File: config.mk
export PLATFORM = sky130hd
export DESIGN_NAME = pipelined_adder_nbit
export DESIGN_NICKNAME = d
export VERILOG_FILES = /design/src/rtl/adder_pkg.sv /design/src/rtl/fulladder_chunk.sv /design/src/rtl/pipelined_adder_nbit.sv
export SDC_FILE = /design/constraint.sdc
export NUM_CORES = 1
export LEC_CHECK = 0
export BUFFER_PORTS_ARGS = -buffer_cell sky130_fd_sc_hd__clkbuf_2
export CAP_MARGIN = 20
export CORE_MARGIN = 1
export CORE_UTILIZATION = 45
export CTS_CLUSTER_SIZE = 40
export DETAILED_ROUTE_END_ITERATION = 10
export GPL_TIMING_DRIVEN = 0
export MAX_ROUTING_LAYER = met4
export PLACE_DENSITY = 0.75
export SLEW_MARGIN = 20
export SYNTH_ARGS = -nofsm -noshare
export SYNTH_HDL_FRONTEND = slang
export SYNTH_SLANG_ARGS = --single-unit
File: constraint.sdc
create_clock -name clk -period 3.33 [get_ports clk]
set_clock_uncertainty 0.2 [all_clocks]
set_input_delay 0 -clock clk [delete_from_list [all_inputs] [get_ports clk]]
set_output_delay 0 -clock clk [all_outputs]
set_load 0.02 [all_outputs]
File: src/rtl/adder_pkg.sv
// Shared sizing helpers for the pipelined adder family.
// Stage count and legality are derived from WIDTH and CHUNK.
package adder_pkg;

  localparam int unsigned DefaultWidth = 16;
  localparam int unsigned DefaultChunk = 4;

  function automatic int unsigned num_stages(input int unsigned width, input int unsigned chunk);
    return (chunk == 0) ? 0 : width / chunk;
  endfunction

  function automatic bit chunking_ok(input int unsigned width, input int unsigned chunk);
    return (chunk != 0) && (width != 0) && ((width % chunk) == 0);
  endfunction

endpackage

File: src/rtl/fulladder_chunk.sv
// Combinational CHUNK-bit ripple adder made of 1-bit full adders.
// Also exposes the carry into the chunk MSB so the top chunk can flag signed overflow.
module fulladder_chunk #(
  parameter int unsigned CHUNK = 4
) (
  input  logic [CHUNK-1:0] a,
  input  logic [CHUNK-1:0] b,
  input  logic             c_in,
  output logic [CHUNK-1:0] s,
  output logic             c_out,
  output logic             c_msb
);

  logic [CHUNK:0] c;

  assign c[0] = c_in;

  for (genvar i = 0; i < CHUNK; i++) begin : g_bit
    assign s[i]   = a[i] ^ b[i] ^ c[i];
    assign c[i+1] = (a[i] & b[i]) | (c[i] & (a[i] ^ b[i]));
  end

  assign c_out = c[CHUNK];
  assign c_msb = c[CHUNK-1];

endmodule

File: src/rtl/pipelined_adder_nbit.sv
// Pipelined ripple-carry adder/subtractor: one CHUNK-bit slice per stage, carry registered
// between stages, valid/ready on both sides with a single global advance.
module pipelined_adder_nbit
  import adder_pkg::*;
#(
  parameter int unsigned WIDTH = DefaultWidth,
  parameter int unsigned CHUNK = DefaultChunk
) (
  input  logic             clk,
  input  logic             rst_n,
  input  logic             in_valid,
  output logic             in_ready,
  input  logic [WIDTH-1:0] a,
  input  logic [WIDTH-1:0] b,
  input  logic             c_in,
  input  logic             sub,
  output logic             out_valid,
  input  logic             out_ready,
  output logic [WIDTH-1:0] sum,
  output logic             c_out,
  output logic             ovf
);

  localparam int unsigned STAGES = num_stages(WIDTH, CHUNK);

  if (!chunking_ok(WIDTH, CHUNK)) begin : g_cfg_check
    $fatal(1, "pipelined_adder_nbit: WIDTH must be a non-zero multiple of CHUNK");
  end

  // Register level k holds the beat after stage k has added its chunk.
  logic             v_q [STAGES];
  logic             c_q [STAGES];
  logic [WIDTH-1:0] s_q [STAGES];
  logic [WIDTH-1:0] a_q [STAGES];
  logic [WIDTH-1:0] b_q [STAGES];
  logic             ovf_q;

  logic             op_v  [STAGES];
  logic             op_c  [STAGES];
  logic [WIDTH-1:0] op_a  [STAGES];
  logic [WIDTH-1:0] op_b  [STAGES];
  logic [WIDTH-1:0] op_s  [STAGES];
  logic [WIDTH-1:0] s_nxt [STAGES];

  logic [CHUNK-1:0] ch_s  [STAGES];
  logic             ch_co [STAGES];
  logic             ch_cm [STAGES];

  logic adv;

  assign adv      = !out_valid | out_ready;
  assign in_ready = adv;

  // Stage 0 works straight off the ports; b is inverted up front so later stages never see sub.
  always_comb begin
    op_v[0] = in_valid;
    op_c[0] = sub | c_in;
    op_a[0] = a;
    op_b[0] = sub ? ~b : b;
    op_s[0] = '0;
    for (int unsigned k = 1; k < STAGES; k++) begin
      op_v[k] = v_q[k-1];
      op_c[k] = c_q[k-1];
      op_a[k] = a_q[k-1];
      op_b[k] = b_q[k-1];
      op_s[k] = s_q[k-1];
    end
    for (int unsigned k = 0; k < STAGES; k++) begin
      s_nxt[k]                   = op_s[k];
      s_nxt[k][k*CHUNK +: CHUNK] = ch_s[k];
    end
  end

  for (genvar k = 0; k < STAGES; k++) begin : g_stage
    fulladder_chunk #(
      .CHUNK (CHUNK)
    ) u_chunk (
      .a     (op_a[k][k*CHUNK +: CHUNK]),
      .b     (op_b[k][k*CHUNK +: CHUNK]),
      .c_in  (op_c[k]),
      .s     (ch_s[k]),
      .c_out (ch_co[k]),
      .c_msb (ch_cm[k])
    );
  end

  always_ff @(posedge clk or negedge rst_n) begin
    if (!rst_n) begin
      for (int unsigned k = 0; k < STAGES; k++) begin
        v_q[k] <= 1'b0;
        c_q[k] <= 1'b0;
        s_q[k] <= '0;
        a_q[k] <= '0;
        b_q[k] <= '0;
      end
      ovf_q <= 1'b0;
    end else if (adv) begin
      for (int unsigned k = 0; k < STAGES; k++) begin
        v_q[k] <= op_v[k];
        c_q[k] <= ch_co[k];
        s_q[k] <= s_nxt[k];
        a_q[k] <= op_a[k];
        b_q[k] <= op_b[k];
      end
      ovf_q <= ch_cm[STAGES-1] ^ ch_co[STAGES-1];
    end
  end

  assign out_valid = v_q[STAGES-1];
  assign sum       = s_q[STAGES-1];
  assign c_out     = c_q[STAGES-1];
  assign ovf       = ovf_q;

endmodule

==> impl_metrics.toml <==
[setup_path]
start_kind = "input port"
cp_max_fo = 10
crit_type = "input port to flip-flop"
startpoint = "sub"
r2r-start = "a_q[28]$_DFFE_PN0P_"
critPathArrivalTime_ns = 2.68
rrSetupSlack_ns = 0.82
worst-r2r-cell-count = 9
worst_setup_path_end_kind = "flip-flop"
r2r-end = "ovf$_DFFE_PN0P_"
crit_required_ns = 3.42
crit_end = "op_s[34]$_DFFE_PN0P_"

[routing]
drt_iter0_markers = 100
vias = 2416
routed_wl_um = 7630
post_drt_via_cell_ratio = 4.83
drc = 0
first_pass_iters = 4
drtAntennaViolNets = 0
routedWlPerCell_um = 15.3

[global_routing]
antenna_found_initial = 0
grt-ovfl-total = 0
grt_pass1_wl_um = 12700
grt_start_max_net_pins = 97
grt_pass1_vias = 2508
grt.total_usage_pct = 17.9

[yosys]
avgSynthCellArea_sq_um = 15.2
ys_ff_latch = 97
ys_warn_count = 0
synth.area.top_cells = "dfrtp_1, mux2_2, fa_1, mux2_4, xor2_1"
synth_nets = 332
synth_cells = 278
synth.distinct_cells = 17
syn_area_sq_um = 4240
ys_seq_area_share_pct = 57.3
synthDominantCellAreaShare_pct = 57.3
synth_top_area_cell = "dfrtp_1"

[clock_tree]
cts_buffers = 9
clkSlewWorstSetupHoldPaths_ns = 0.09
cts_resized = 0
cts_sinks = 97
clkLatencyLatePin_ns = 0.36
cts_setup_buffers = 0
root_buffer = "clkbuf_8"
hold_buffers = 39
cts_tree = "yes"
htree_levels = 3
clk_path_buf_depth = 2

[layout]
antenna_cells = 0
nNetsFinal = 439
drive_gt1_share_pct = 44.0
area_delta_synth_final_pct = 24.8
seq_area_sq_um = 2430
layout_commonest_cell = "dfrtp_1"
final_cell_mix = "dfrtp_1, mux2_2, clkbuf_2"
fin_util_pct = 57.5
multi_input_area_sq_um = 1620
fill_cells = 751

[die]
die_w_um = 99.0
num_io_pins = 58
fp.coreArea_sq_um = 9200
die_area_sq_um = 9800
start_util_pct = 46.1
fp-row-count = 35
die_h_um = 99.0

[worst_hold_path]
hold_path.class = "input port to flip-flop"

[place]
dp_hpwl_um = 5230
io_buffers = 56
gp_congestion = 0.763
pre_cts_slack_ns = 0.499

[sta]
worst_pin_slew_ns = 0.530
slew_viol_final = 0
setup_violations = 0
finalWorstSetupSlack_ns = 0.737
maxSlewHeadroom_pct = 64.7
period_share_pct = 77.9
fmax_mhz = 386
tns_ns = 0
hold_viol = 1
finalCriticalPeriod_ns = 2.59
hold_ws_ns = -0.0112
rsz0062_at_grt = "no"

[pwr]
vdd_drop_max_mv = 0.283
finalPower_mw = 4.52
total_leakage_power_nw = 2.43
cellPowerDensity_nw_per_um2 = 856

[run_status]
outcome = "finished with violations"
violations = "hold timing"

[run]
drv_cap = 0
## sequential cells by signal, indices dropped and copies added (netlist names)
name and count:
c_q 3, op_v 3, c_out 1, b_q 24
op_s 24, ovf 1, out_valid 1, a_q 24
sum 16
## stage by stage
step / hold WS [ns] / cells / instance area [sq um]
5_1_grt: 0.0301 / 500 / 5290
3_3_place_gp: 0.0357 / 445 / 4650
6_report: -0.0112 / 500 / 5290
2_1_floorplan: -0.496 / 278 / 4240
4_1_cts: 0.00604 / 500 / 5290
3_5_place_dp: -0.392 / 446 / 4690
## how the worst min path moves through the flow
stage	to	slack, ns	start	cells after the start
finish	b_q[57]$_DFFE_PN0P_	-0.01	sub	3
global route	b_q[57]$_DFFE_PN0P_	0.03	sub	3
CTS	b_q[57]$_DFFE_PN0P_	0.006	sub	3
detailed placement	a_q[61]$_DFFE_PN0P_	-0.39	rst_n	1
global placement	a_q[62]$_DFFE_PN0P_	0.04	a[14]	2
floorplan	a_q[28]$_DFFE_PN0P_	-0.50	rst_n	0
## metal layers
metal	part of all wire, %	global-route usage [%]
met2	50	28.2
met3	4.2	3.48
met4	1.1	6.54
met1	45	23.2
met5	0	-
## synthesized netlist by cell type, drive strengths merged
cell type,count
dfrtp,97
fa,16
xnor2,4
a21oi,10
clkbuf,2
mux2,84
or2,1
inv,24
nor3b,10
mux2i,2
xor2,13
nand2b,2
buf,13
## cells by family (layout without fill, tap and decap cells)
logic type	after synthesis	in the layout	synth area share [%]
AO/OA/AOI/OAI	10	10	1.18
buffers and inverters	39	150	4.34
flip-flops	97	97	57.3
adder cells (fa/ha/maj)	16	16	7.56
AND/OR/NAND/NOR	13	13	2.39
XOR/XNOR	17	17	3.52
multiplexers	86	86	23.7
## cell type report
cell class / instances / area share (%)
buffer: 15 / 1.78
clock buffer: 11 / 2.86
clock inverter: 4 / 0.994
inverter: 24 / 1.70
multi-input combinational: 142 / 30.7
sequential: 97 / 45.9
tap: 111 / 2.63
timing repair buffer: 96 / 13.4
## critical path, stage by stage
cell           delay, ns
buf_2               0.19
buf_4               0.24
or2_2               0.30
fa_1                0.39
fa_1                0.37
inv_1               0.09
fa_1                0.40
dlygate4sd3_1       0.58
a21oi_1             0.12
## report_power, final
| group | internal, mW | switching [mW] |
|---|---|---|
| sequential | 1.71 | 0.294 |
| combinational | 0.938 | 0.803 |
| clock | 0.384 | 0.392 |
| total | 3.03 | 1.49 |
Power figures use the tool's default switching activity.
